File: config.mk
export PLATFORM = sky130hd
export DESIGN_NAME = bus_arbiter_flat
export DESIGN_NICKNAME = d
export VERILOG_FILES = /design/src/rtl/bus_arbiter_if.sv /design/src/rtl/bus_arbiter.sv /design/src/flat_wrapper.sv
export SDC_FILE = /design/constraint.sdc
export NUM_CORES = 1
export LEC_CHECK = 0
export ABC_CLOCK_PERIOD_IN_PS = 1500
export CAP_MARGIN = 0
export CORE_UTILIZATION = 33
export CTS_BUF_LIST = sky130_fd_sc_hd__clkbuf_16
export DETAILED_ROUTE_END_ITERATION = 10
export GPL_TIMING_DRIVEN = 0
export PLACE_DENSITY = 0.77
export SLEW_MARGIN = 25
export SYNTH_ARGS = -nofsm -noshare
export SYNTH_HDL_FRONTEND = slang
export SYNTH_SLANG_ARGS = --single-unit
File: constraint.sdc
create_clock -name clk -period 1.5 [get_ports clk]
set_clock_uncertainty 0.15 [all_clocks]
set_input_delay 0.225 -clock clk [delete_from_list [all_inputs] [get_ports clk]]
set_output_delay 0.225 -clock clk [all_outputs]
set_load 0.02 [all_outputs]
File: src/rtl/bus_arbiter_if.sv
// Signal bundle between the two bus masters, the arbiter and the memory-side
// slave. The "master" modport is the arbiter's view: it masters the memory
// bus (drives s_*) and answers the two requesters. The "slave" modport is the
// opposite view, used by whatever surrounds the arbiter (masters + memory).
interface bus_arbiter_if;
   // Requester side
   logic [7:0] m0_address;
   logic [7:0] m1_address;
   logic [7:0] m0_data_out;
   logic [7:0] m1_data_out;
   logic       m0_read;
   logic       m1_read;
   logic       m0_write;
   logic       m1_write;
   logic [7:0] m0_data_in;
   logic [7:0] m1_data_in;
   logic       m0_ready;
   logic       m1_ready;
   // Memory side
   logic [7:0] s_address;
   logic [7:0] s_data_out;
   logic       s_read;
   logic       s_write;
   logic [7:0] s_data_in;
   logic       s_ready;
   // Status
   logic       grant;
   logic       busy;
   logic       bus_error;
   logic       dbg_state;

   modport master (
      input  m0_address, m1_address, m0_data_out, m1_data_out,
      input  m0_read, m1_read, m0_write, m1_write,
      output m0_data_in, m1_data_in, m0_ready, m1_ready,
      output s_address, s_data_out, s_read, s_write,
      input  s_data_in, s_ready,
      output grant, busy, bus_error, dbg_state
   );

   modport slave (
      output m0_address, m1_address, m0_data_out, m1_data_out,
      output m0_read, m1_read, m0_write, m1_write,
      input  m0_data_in, m1_data_in, m0_ready, m1_ready,
      input  s_address, s_data_out, s_read, s_write,
      output s_data_in, s_ready,
      input  grant, busy, bus_error, dbg_state
   );
endinterface

File: src/rtl/bus_arbiter.sv
// bus_arbiter: two-master, one-slave round-robin arbiter for the 8-bit memory
// bus. A grant is held for one complete s_ready-terminated transaction.
//
// Handshake: a master raises read and/or write with address/data stable and
// holds them until its mN_ready pulses for one cycle; that pulse is the only
// completion indication. The slave sees registered s_* strobes held constant
// while busy and ends the transaction by asserting s_ready for one cycle.
//
// Optional build macro BUS_ARB_TIMEOUT_EN: aborts a transaction after TIMEOUT
// BUSY cycles without s_ready (owner gets ready with data 8'hFF and bus_error
// pulses). Without it, BUSY waits indefinitely and bus_error is tied low.
module bus_arbiter #(
   parameter int unsigned TIMEOUT = 15
) (
   input logic         clk,
   input logic         reset,
   bus_arbiter_if.master bus
);

   typedef enum logic {
      IDLE = 1'b0,
      BUSY = 1'b1
   } state_t;

   state_t     state;
   state_t     state_nxt;

   logic       last;
   logic       grant_q;
   logic [7:0] s_address_q;
   logic [7:0] s_data_out_q;
   logic       s_read_q;
   logic       s_write_q;

   logic       req0;
   logic       req1;
   logic       any_req;
   logic       win;
   logic       abort;
   logic       finish;
   logic [7:0] rdata;

   // TIMEOUT must fit the 8-bit counter and be non-zero
   if (TIMEOUT < 1 || TIMEOUT > 255) begin : g_bad_timeout
      $error("bus_arbiter: TIMEOUT out of range 1..255");
   end

   assign req0    = bus.m0_read | bus.m0_write;
   assign req1    = bus.m1_read | bus.m1_write;
   assign any_req = req0 | req1;
   // On a tie the master that did not win last time gets the bus
   assign win     = (req0 & req1) ? ~last : req1;

`ifdef BUS_ARB_TIMEOUT_EN
   logic [7:0] tmo_cnt;

   assign abort = (state == BUSY) && !bus.s_ready && (tmo_cnt == 8'(TIMEOUT));

   // Count BUSY cycles without s_ready; held at zero outside BUSY
   always_ff @(posedge clk) begin
      if (reset) begin
         tmo_cnt <= 8'd0;
      end else if (state == BUSY && !bus.s_ready && !abort) begin
         tmo_cnt <= tmo_cnt + 8'd1;
      end else begin
         tmo_cnt <= 8'd0;
      end
   end
`else
   assign abort = 1'b0;
`endif

   // A transaction ends on slave completion or on a timeout abort
   assign finish = (state == BUSY) && (bus.s_ready || abort);

   // FSM state register
   always_ff @(posedge clk) begin
      if (reset) begin
         state <= IDLE;
      end else begin
         state <= state_nxt;
      end
   end

   // FSM next-state: grant when anyone asks, release on completion
   always_comb begin
      state_nxt = state;
      case (state)
         IDLE:    if (any_req) state_nxt = BUSY;
         BUSY:    if (finish)  state_nxt = IDLE;
         default: state_nxt = IDLE;
      endcase
   end

   // Latch the winner's request on grant; drop strobes on completion
   always_ff @(posedge clk) begin
      if (reset) begin
         grant_q      <= 1'b0;
         last         <= 1'b1;
         s_address_q  <= 8'h00;
         s_data_out_q <= 8'h00;
         s_read_q     <= 1'b0;
         s_write_q    <= 1'b0;
      end else if (state == IDLE && any_req) begin
         grant_q      <= win;
         last         <= win;
         s_address_q  <= win ? bus.m1_address  : bus.m0_address;
         s_data_out_q <= win ? bus.m1_data_out : bus.m0_data_out;
         // Read takes precedence when both strobes are raised
         s_read_q     <= win ? bus.m1_read : bus.m0_read;
         s_write_q    <= win ? (bus.m1_write & ~bus.m1_read)
                             : (bus.m0_write & ~bus.m0_read);
      end else if (finish) begin
         s_read_q     <= 1'b0;
         s_write_q    <= 1'b0;
      end
   end

   // Return path: completion and read data steered to the owner only
   assign rdata          = abort ? 8'hFF : bus.s_data_in;
   assign bus.m0_ready   = finish & ~grant_q;
   assign bus.m1_ready   = finish &  grant_q;
   assign bus.m0_data_in = grant_q ? 8'h00 : rdata;
   assign bus.m1_data_in = grant_q ? rdata : 8'h00;

   assign bus.s_address  = s_address_q;
   assign bus.s_data_out = s_data_out_q;
   assign bus.s_read     = s_read_q;
   assign bus.s_write    = s_write_q;
   assign bus.grant      = grant_q;
   assign bus.busy       = (state == BUSY);
   assign bus.bus_error  = abort;
   assign bus.dbg_state  = state;

endmodule

File: src/flat_wrapper.sv
// flat-port wrapper written by rule: the top's interface ports become plain ports
module bus_arbiter_flat 
#(
   parameter int unsigned TIMEOUT = 15
)
  (clk, reset, bus_m0_address, bus_m1_address, bus_m0_data_out, bus_m1_data_out, bus_m0_read, bus_m1_read, bus_m0_write, bus_m1_write, bus_m0_data_in, bus_m1_data_in, bus_m0_ready, bus_m1_ready, bus_s_address, bus_s_data_out, bus_s_read, bus_s_write, bus_s_data_in, bus_s_ready, bus_grant, bus_busy, bus_bus_error, bus_dbg_state);
  bus_arbiter_if bus_i ();
  input logic clk;
  input logic reset;
  input wire logic [$bits(bus_i.m0_address)-1:0] bus_m0_address;
  input wire logic [$bits(bus_i.m1_address)-1:0] bus_m1_address;
  input wire logic [$bits(bus_i.m0_data_out)-1:0] bus_m0_data_out;
  input wire logic [$bits(bus_i.m1_data_out)-1:0] bus_m1_data_out;
  input wire logic [$bits(bus_i.m0_read)-1:0] bus_m0_read;
  input wire logic [$bits(bus_i.m1_read)-1:0] bus_m1_read;
  input wire logic [$bits(bus_i.m0_write)-1:0] bus_m0_write;
  input wire logic [$bits(bus_i.m1_write)-1:0] bus_m1_write;
  output wire logic [$bits(bus_i.m0_data_in)-1:0] bus_m0_data_in;
  output wire logic [$bits(bus_i.m1_data_in)-1:0] bus_m1_data_in;
  output wire logic [$bits(bus_i.m0_ready)-1:0] bus_m0_ready;
  output wire logic [$bits(bus_i.m1_ready)-1:0] bus_m1_ready;
  output wire logic [$bits(bus_i.s_address)-1:0] bus_s_address;
  output wire logic [$bits(bus_i.s_data_out)-1:0] bus_s_data_out;
  output wire logic [$bits(bus_i.s_read)-1:0] bus_s_read;
  output wire logic [$bits(bus_i.s_write)-1:0] bus_s_write;
  input wire logic [$bits(bus_i.s_data_in)-1:0] bus_s_data_in;
  input wire logic [$bits(bus_i.s_ready)-1:0] bus_s_ready;
  output wire logic [$bits(bus_i.grant)-1:0] bus_grant;
  output wire logic [$bits(bus_i.busy)-1:0] bus_busy;
  output wire logic [$bits(bus_i.bus_error)-1:0] bus_bus_error;
  output wire logic [$bits(bus_i.dbg_state)-1:0] bus_dbg_state;
  assign bus_i.m0_address = bus_m0_address;
  assign bus_i.m1_address = bus_m1_address;
  assign bus_i.m0_data_out = bus_m0_data_out;
  assign bus_i.m1_data_out = bus_m1_data_out;
  assign bus_i.m0_read = bus_m0_read;
  assign bus_i.m1_read = bus_m1_read;
  assign bus_i.m0_write = bus_m0_write;
  assign bus_i.m1_write = bus_m1_write;
  assign bus_m0_data_in = bus_i.m0_data_in;
  assign bus_m1_data_in = bus_i.m1_data_in;
  assign bus_m0_ready = bus_i.m0_ready;
  assign bus_m1_ready = bus_i.m1_ready;
  assign bus_s_address = bus_i.s_address;
  assign bus_s_data_out = bus_i.s_data_out;
  assign bus_s_read = bus_i.s_read;
  assign bus_s_write = bus_i.s_write;
  assign bus_i.s_data_in = bus_s_data_in;
  assign bus_i.s_ready = bus_s_ready;
  assign bus_grant = bus_i.grant;
  assign bus_busy = bus_i.busy;
  assign bus_bus_error = bus_i.bus_error;
  assign bus_dbg_state = bus_i.dbg_state;
  bus_arbiter #(.TIMEOUT(TIMEOUT)) u_core (.clk(clk), .reset(reset), .bus(bus_i));
endmodule
==> reports/results.txt, run 1 <==
Cell count after synthesis: 143. During synthesis, Yosys emitted a total of 0 warnings. STA classifies the critical path endpoint as an output port. CTS saw 21 sinks. For the die footprint, the log shows 3670 um^2. Among all stages on the critical path, the largest delay is contributed by sky130_fd_sc_hd__dfxtp_4. The final max-slew violation count was 0. The tools report the worst-case headroom to the max-slew limit as 0.651. The proportion of synthesized flip-flops having asynchronous set or reset works out to 0. The root cell of the clock tree is sky130_fd_sc_hd__clkbuf_16. The logs give 1316 for the number of global-route vias before repair and 28 for the number of distinct standard cells referenced by the synthesized netlist.

The first global-routing pass estimated 5840 um of wire. The power share of the combinational group was 0.344. The utilization after layout came out at 0.667. The area share of the leading cell type in the synthesized netlist was 0.371.

For the number of top-level design ports, the log shows 87. After synthesis, the cell types taking the most area are sky130_fd_sc_hd__dfxtp_1 37%, sky130_fd_sc_hd__a311oi_1 12%, sky130_fd_sc_hd__nand2_1 12%. Row generation in the floorplan step produced 20 rows. For the pin with the worst max-slew slack, the measured transition is 0.524 ns.

Cell internal power was estimated by the tool at 1.28 mW. The overall routed net length is 3820 um. The critical path goes through buf_4, dlygate4sd2_1. The post-layout minimum cycle time was 1.47 ns. The core region is 3150 um^2. The portion of the post-synthesis area used by sequential elements came out at 0.371. The longest individual stage delay on the worst path was 0.39 ns; the overall overflow remaining after global route was 0. The via count is 1341, and the maximum number of pins on one net before global-route repair is 12. The switching part of the total was 0.306; the largest voltage drop on the vdd net was 730 uV. The antenna diode count was 0. The tools report the CTS H-tree depth as 1. The overall global routing resource usage was 0.217; the number of routed nets with antenna violations was 0.

The worst hold path belongs to the class input port to flop. In the final layout, the multi-input gates occupy 661 um^2. For the number of clock buffers inserted by TritonCTS, the log shows 3.

In the synthesized netlist the dominant register cell turns out to be sky130_fd_sc_hd__dfxtp_1. STA classifies the critical path startpoint as a flop. Count of final hold-check violations: 0. Setup repair after global routing could not meet its margin everywhere.

The largest total area in the synthesized netlist belongs to sky130_fd_sc_hd__dfxtp_1. The placer congestion estimate is 0.732. The clock-pin slew on the worst setup and hold paths was 0.06 ns; the per-instance average area after synthesis was 7.92 um^2. The layout cell share with drive strength beyond 1 was 0.211; the number of inserted filler cells in the final layout was 299.

The number of cells on the worst reg-to-reg path is 5. In the routed design, unresolved DRC markers number 0. The overall power consumption was 1.84 mW; the post-synthesis to final-layout area growth was 85.9%. Effective utilization at floorplan: 0.359. The synthesized design contains 0 enable-type register cells. For the final net count, the log shows 285.

The data required time of the critical path was 1.12 ns. Setup violations remaining at the end of the flow were counted as 0. The number of max-cap violations is 0. After synthesis, the most frequently instantiated cells are 35 x sky130_fd_sc_hd__nand2_1, 21 x sky130_fd_sc_hd__dfxtp_1, 18 x sky130_fd_sc_hd__nor2_1.

For flop-to-flop paths, the worst setup slack is 0.06 ns. The worst hold path was traced through 4 stages. In this run, the number of DRC markers left after iteration 0 of detailed routing was 68. From bottom edge to top edge, the die measures 60.6 um. The endpoint arrival time on the critical path came out at 1.10 ns.

Power spread over the standard cell area amounts to 875 nW/um^2. The final clock period utilization by the worst path was 0.982. Number of buffer cells added on primary ports: 85. The initial antenna violation count was 0. The flip-flop and latch count after synthesis was 21; the peak fanout along the critical path was 7. The clock passes through at most 2 buffers. Timing would allow up to 0.679 GHz. The number of buffers and inverters on the critical path works out to 2. The startpoint identified for the worst hold timing path is bus_m0_read.

For the half-perimeter wire length after placement, the log shows 2810 um. The path with the worst hold slack has its endpoint at u_core.bus.s_write. The static leakage was 0.962 nW; the average wire per standard cell was 13.6 um. TritonCTS built the clock tree. The share of power burned in the clock network is 0.303. Synthesis produced a netlist with a net count of 190.

From left edge to right edge, the die measures 60.6 um. The most frequent cell after synthesis was sky130_fd_sc_hd__nand2_1. The critical path is of the flop to output port type. The flow ran to the end, and the final reports show no timing, DRC or antenna violations.

In this run the critical register-to-register path is launched from u_core.bus.busy. The hold buffer count at CTS came out at 0. The worst register-to-register path ends at u_core.bus.s_address[2]. The share of total power in sequential cells is 0.352. The total net switching power is 562 uW, and the area occupied by registers is 425 um^2. Summing every instance area after synthesis gives 1130 um^2.

The run gives 4 as the total iterations of the first detailed-routing run. At the later pin of the worst-skew pair, clock insertion delay measures 0.25 ns. The top cell family by delay on the critical path was buffers and inverters.

After detailed routing, the number of vias per cell comes to 4.77.
==> flip-flops by register name, summed over array words and instances (netlist names) <==
signal	count
u_core.bus.s_write	1
u_core.last	1
u_core.bus.s_read	1
u_core.bus.s_address	8
u_core.bus.s_data_out	8
u_core.bus.grant	1
u_core.bus.busy	1
==> metrics by stage <==
stage | cells | hold slack, ns | cell area (um^2) | setup slack (ns) | TNS [ns]
2_1_floorplan | 143 | 0.153 | 1130 | 0.0418 | 0
3_5_place_dp | 272 | 0.324 | 2040 | -0.561 | -17.29
6_report | 281 | 0.319 | 2100 | 0.0266 | 0
5_1_grt | 281 | 0.353 | 2100 | -0.0125 | -0.0179
3_3_place_gp | 272 | 0.316 | 2040 | -0.484 | -15.23
4_1_cts | 280 | 0.335 | 2100 | 0.000372 | 0
==> power by group through the flow <==
stage / clock, mW / combinational, mW / sequential [mW]
after floorplan: 0 / 0.255 / 0.722
after global placement: 0 / 0.645 / 0.659
after detailed placement: 0 / 0.659 / 0.662
after CTS: 0.567 / 0.628 / 0.647
after global routing: 0.588 / 0.681 / 0.656
final: 0.559 / 0.634 / 0.648
==> cells by family (layout without fill, tap and decap cells) <==
kind of cell | count (synthesis) | count (layout) | share of synthesized area
buffers and inverters | 12 | 106 | 0.0807
AND/OR/NAND/NOR | 79 | 79 | 0.340
other | 1 | 1 | 0.00331
AO/OA/AOI/OAI | 30 | 30 | 0.204
flip-flops | 21 | 21 | 0.371
==> cells in the final DEF, fill, tap and decap left out, drive strengths merged <==
cell type,n
clkdlybuf4s50,42
nand2,35
buf,33
dlygate4sd2,22
dfxtp,21
nor2,19
a311oi,16
nor2b,10
and2,8
clkbuf,8
o21ai,6
a21oi,5
and3,1
nor4,1
o21a,1
nand2b,1
or3,1
and2b,1
nand3b,1
nor3b,1
o21bai,1
a211oi,1
conb,1
inv,1
==> worst max-delay path by stage <==
| stage | to | startpoint | slack (ns) | depth (start not counted) |
|---|---|---|---|---|
| finish | bus_grant | u_core.bus.grant | 0.03 | 2 |
| floorplan | bus_m1_ready | u_core.bus.grant | 0.04 | 2 |
| detailed placement | bus_m1_ready | u_core.bus.grant | -0.56 | 3 |
| global placement | bus_m1_ready | u_core.bus.grant | -0.48 | 3 |
| CTS | bus_m0_data_in[2] | u_core.bus.grant | 0.0004 | 3 |
| global route | u_core.bus.grant | u_core.bus.busy | -0.01 | 5 |
==> worst reg2reg max path, stage by stage, from the launching register on <==
cell and delay, ns:
sky130_fd_sc_hd__dfxtp_1 0.32, sky130_fd_sc_hd__clkbuf_8 0.16, sky130_fd_sc_hd__nor2_4 0.18, sky130_fd_sc_hd__buf_4 0.21, sky130_fd_sc_hd__nor2_1 0.07, sky130_fd_sc_hd__a311oi_2 0.26
==> cell type report <==
class / count / share of cell area
tap: 44 / 0.0262
sequential: 21 / 0.202
clock inverter: 1 / 0.00178
timing repair buffer: 90 / 0.366
multi-input combinational: 110 / 0.314
buffer: 12 / 0.0541
clock buffer: 3 / 0.0357
==> metal layers <==
layer / track usage / part of all wire
met3: 0.0576 / 0.052
met1: 0.238 / 0.41
met5: 0 / 0
met2: 0.405 / 0.53
met4: 0.0649 / 0.0089
==> repair_timing <==
| action | CTS | global route |
|---|---|---|
| setup buffers | 4 | 1 |
| pin swaps | 3 | 4 |
| setup endpoints to repair | 59 | 26 |
| endpoints found under the hold margin | 0 | 0 |
| gates resized for setup | 103 | 24 |
Power figures use the tool's default switching activity.
==> run 2, diff against run 1 <==
Settings changed: PLACE_DENSITY 0.77 to 0.89.
==> reports/results.txt, run 2 (synthesis gave the netlist of run 1 again) <==
The die footprint was 3670 um^2 (unchanged); the largest voltage drop on the vdd net was 473 uV (was 730 uV). The tools report the maximum clock frequency as 0.689 GHz (was 0.679 GHz). The worst-case setup slack after placement was -0.529 ns (was -0.561 ns); the antenna diode count was 0 (unchanged). The run gives 0.359 (unchanged) as the effective utilization at floorplan. The kind of start point of the critical path was a flop (unchanged). The longest individual stage delay on the worst path is 0.35 ns (was 0.39 ns). The start-to-end type of the worst setup path is flop to output port (unchanged). The count of non-filler cells in the finished layout was 283 (was 281). The detail-routed via count per cell works out to 4.69 (was 4.77). The most common cell after layout, fill and taps aside is sky130_fd_sc_hd__clkdlybuf4s50_1 (unchanged). The worst min-delay path category is input port to flop (unchanged).

For the area occupied by registers, the log shows 428 um^2 (was 425 um^2). The final max-slew violation count was 0 (unchanged); the post-layout minimum cycle time was 1.45 ns (was 1.47 ns). The logs give 3150 um^2 (unchanged) for the core outline area and 628 um^2 (was 661 um^2) for the multi-input combinational cell area. The logs give 21 (unchanged) for the total clock sinks and 0.708 (was 0.732) for the placer congestion estimate. The number of global-route vias before repair was 1300 (was 1316).

The number of max-cap violations was 0 (unchanged). The number of clock buffers inserted by TritonCTS is 3 (unchanged), and the total iterations of the first detailed-routing run is 4 (unchanged). Average wire per standard cell: 12.9 um (was 13.6 um).

The vertical extent of the die is 60.6 um (unchanged). The tools report the final net count as 287 (was 285). The endpoint arrival time on the critical path was 1.08 ns (was 1.10 ns); the data required time of the critical path was 1.12 ns (about the same).

The number of DRC markers after the initial detailed-route iteration was 62 (was 68). The via count is 1326 (was 1341). The initial antenna violation count is 0 (unchanged), and the layout cell share with drive strength beyond 1 is 0.201 (was 0.211). Number of buffer cells added on primary ports: 85 (unchanged).

Post-route cell area: 2090 um^2 (was 2100 um^2). The number of DRC violations after detailed routing was 0 (unchanged); the count of final hold-check violations was 0 (unchanged). Top library cells by usage in the layout, fill and taps aside: 42 x sky130_fd_sc_hd__clkdlybuf4s50_1, 35 x sky130_fd_sc_hd__nand2_1, 22 x sky130_fd_sc_hd__dlygate4sd2_1 (unchanged). For the clock network latency to the later pin of the worst-skew pair, the log shows 0.25 ns (about the same).

The standard cell with the maximum stage delay on the critical path was sky130_fd_sc_hd__dfxtp_1 (was sky130_fd_sc_hd__dfxtp_4). The tools report the number of endpoints failing setup at the final stage as 0 (unchanged). Peak fanout along the critical path: 10 (was 7).

The run gives 0 (unchanged) as the number of routed nets with antenna violations. The logs give 87 (unchanged) for the number of top-level design ports and 0.967 nW (was 0.962 nW) for the static leakage. The run gives 5900 um (was 5840 um) as the first-pass GRT wire length. The logs give 307 (was 299) for the number of inserted filler cells in the final layout and 0.662 (was 0.667) for the utilization after layout. The tools report the buffer depth of the longest clock path as 2 (unchanged). The CTS H-tree depth is 1 (unchanged). For the hold buffer count at CTS, the log shows 0 (unchanged). The run gives 13 (was 12) as the maximum number of pins on one net before global-route repair. The logs give 3640 um (was 3820 um) for the overall routed net length and 20 (unchanged) for the number of rows created at floorplan.

The tools report the post-place instance area as 2040 um^2 (unchanged). The kind of end point of the critical path was an output port (unchanged). The chip width was 60.6 um (unchanged); the final clock period utilization by the worst path was 0.968 (was 0.982). The power density of the placed cells was 881 nW/um^2 (was 875 nW/um^2). The overall overflow remaining after global route was 0 (unchanged). The root cell of the clock tree is sky130_fd_sc_hd__clkbuf_16 (unchanged). The worst hold-check slack came out at 0.294 ns (was 0.319 ns). The flow ran to the end, and the final reports show no timing, DRC or antenna violations. The clock-pin slew on the worst setup and hold paths is 0.06 ns (about the same), and the half-perimeter wire length after placement is 2590 um (was 2810 um). The aggregate negative setup slack came out at 0 ns (unchanged). List of cells traversed by the critical path: clkbuf_8, and3_1, buf_2 (was buf_4, dlygate4sd2_1). Post-synthesis to final-layout area growth: 84.3% (was 85.9%).

Overall global routing resource usage: 0.214 (was 0.217). The number of instances in the placed design is 272 (unchanged), and the overall power consumption is 1.84 mW (about the same). Worst-case setup margin in the final layout: 0.0484 ns (was 0.0266 ns). TritonCTS built the clock tree.
[run 2: area by class of cell]
cell class,instances,area share
clock inverters,1,0.00240
multi-input cells,110,0.301
repair buffers,92,0.372
well taps,44,0.0264
flip-flops and latches,21,0.205
plain buffers,12,0.0576
clock buffers,3,0.0360
[run 2: metal layers]
metal	vias to the layer above	routed length [um]	part of all wire	track usage
met4	0	63	0.017	0.0812
met5	-	0	0	0
met3	8	230	0.063	0.0661
met1	584	1500	0.41	0.253
li1	683	-	-	-
met2	51	1850	0.51	0.364
[run 2: worst paths after layout]
path                                    startpoint                 endpoint  cells after the start  slack (ns)
worst max-delay path               u_core.bus.busy             bus_m1_ready                      3        0.05
worst min-delay path                   bus_m0_read        u_core.bus.s_read                      4        0.29
worst max register to register         u_core.last  u_core.bus.s_address[2]                      6        0.09
worst min register to register  u_core.bus.s_write       u_core.bus.s_write                      2        0.33
[run 2: power by group]
part	leakage, nW	switching (mW)	internal, mW
sequential	0.175	0.0310	0.614
combinational	0.751	0.319	0.310
clock	0.0409	0.207	0.358
[run 2: repair_timing]
item,4_1_cts,5_1_grt
pin swaps,2,3
cloned,0,1
buffers inserted,4,2
resized for setup,103,14
endpoints found under the setup margin,59,19
[run 2: critical path, delay by kind of cell (launching register included)]
| kind | cells | cell delay, ns |
|---|---|---|
| buffers and inverters | 2 | 0.33 |
| DFF | 1 | 0.35 |
| and+or+nand+nor | 1 | 0.14 |
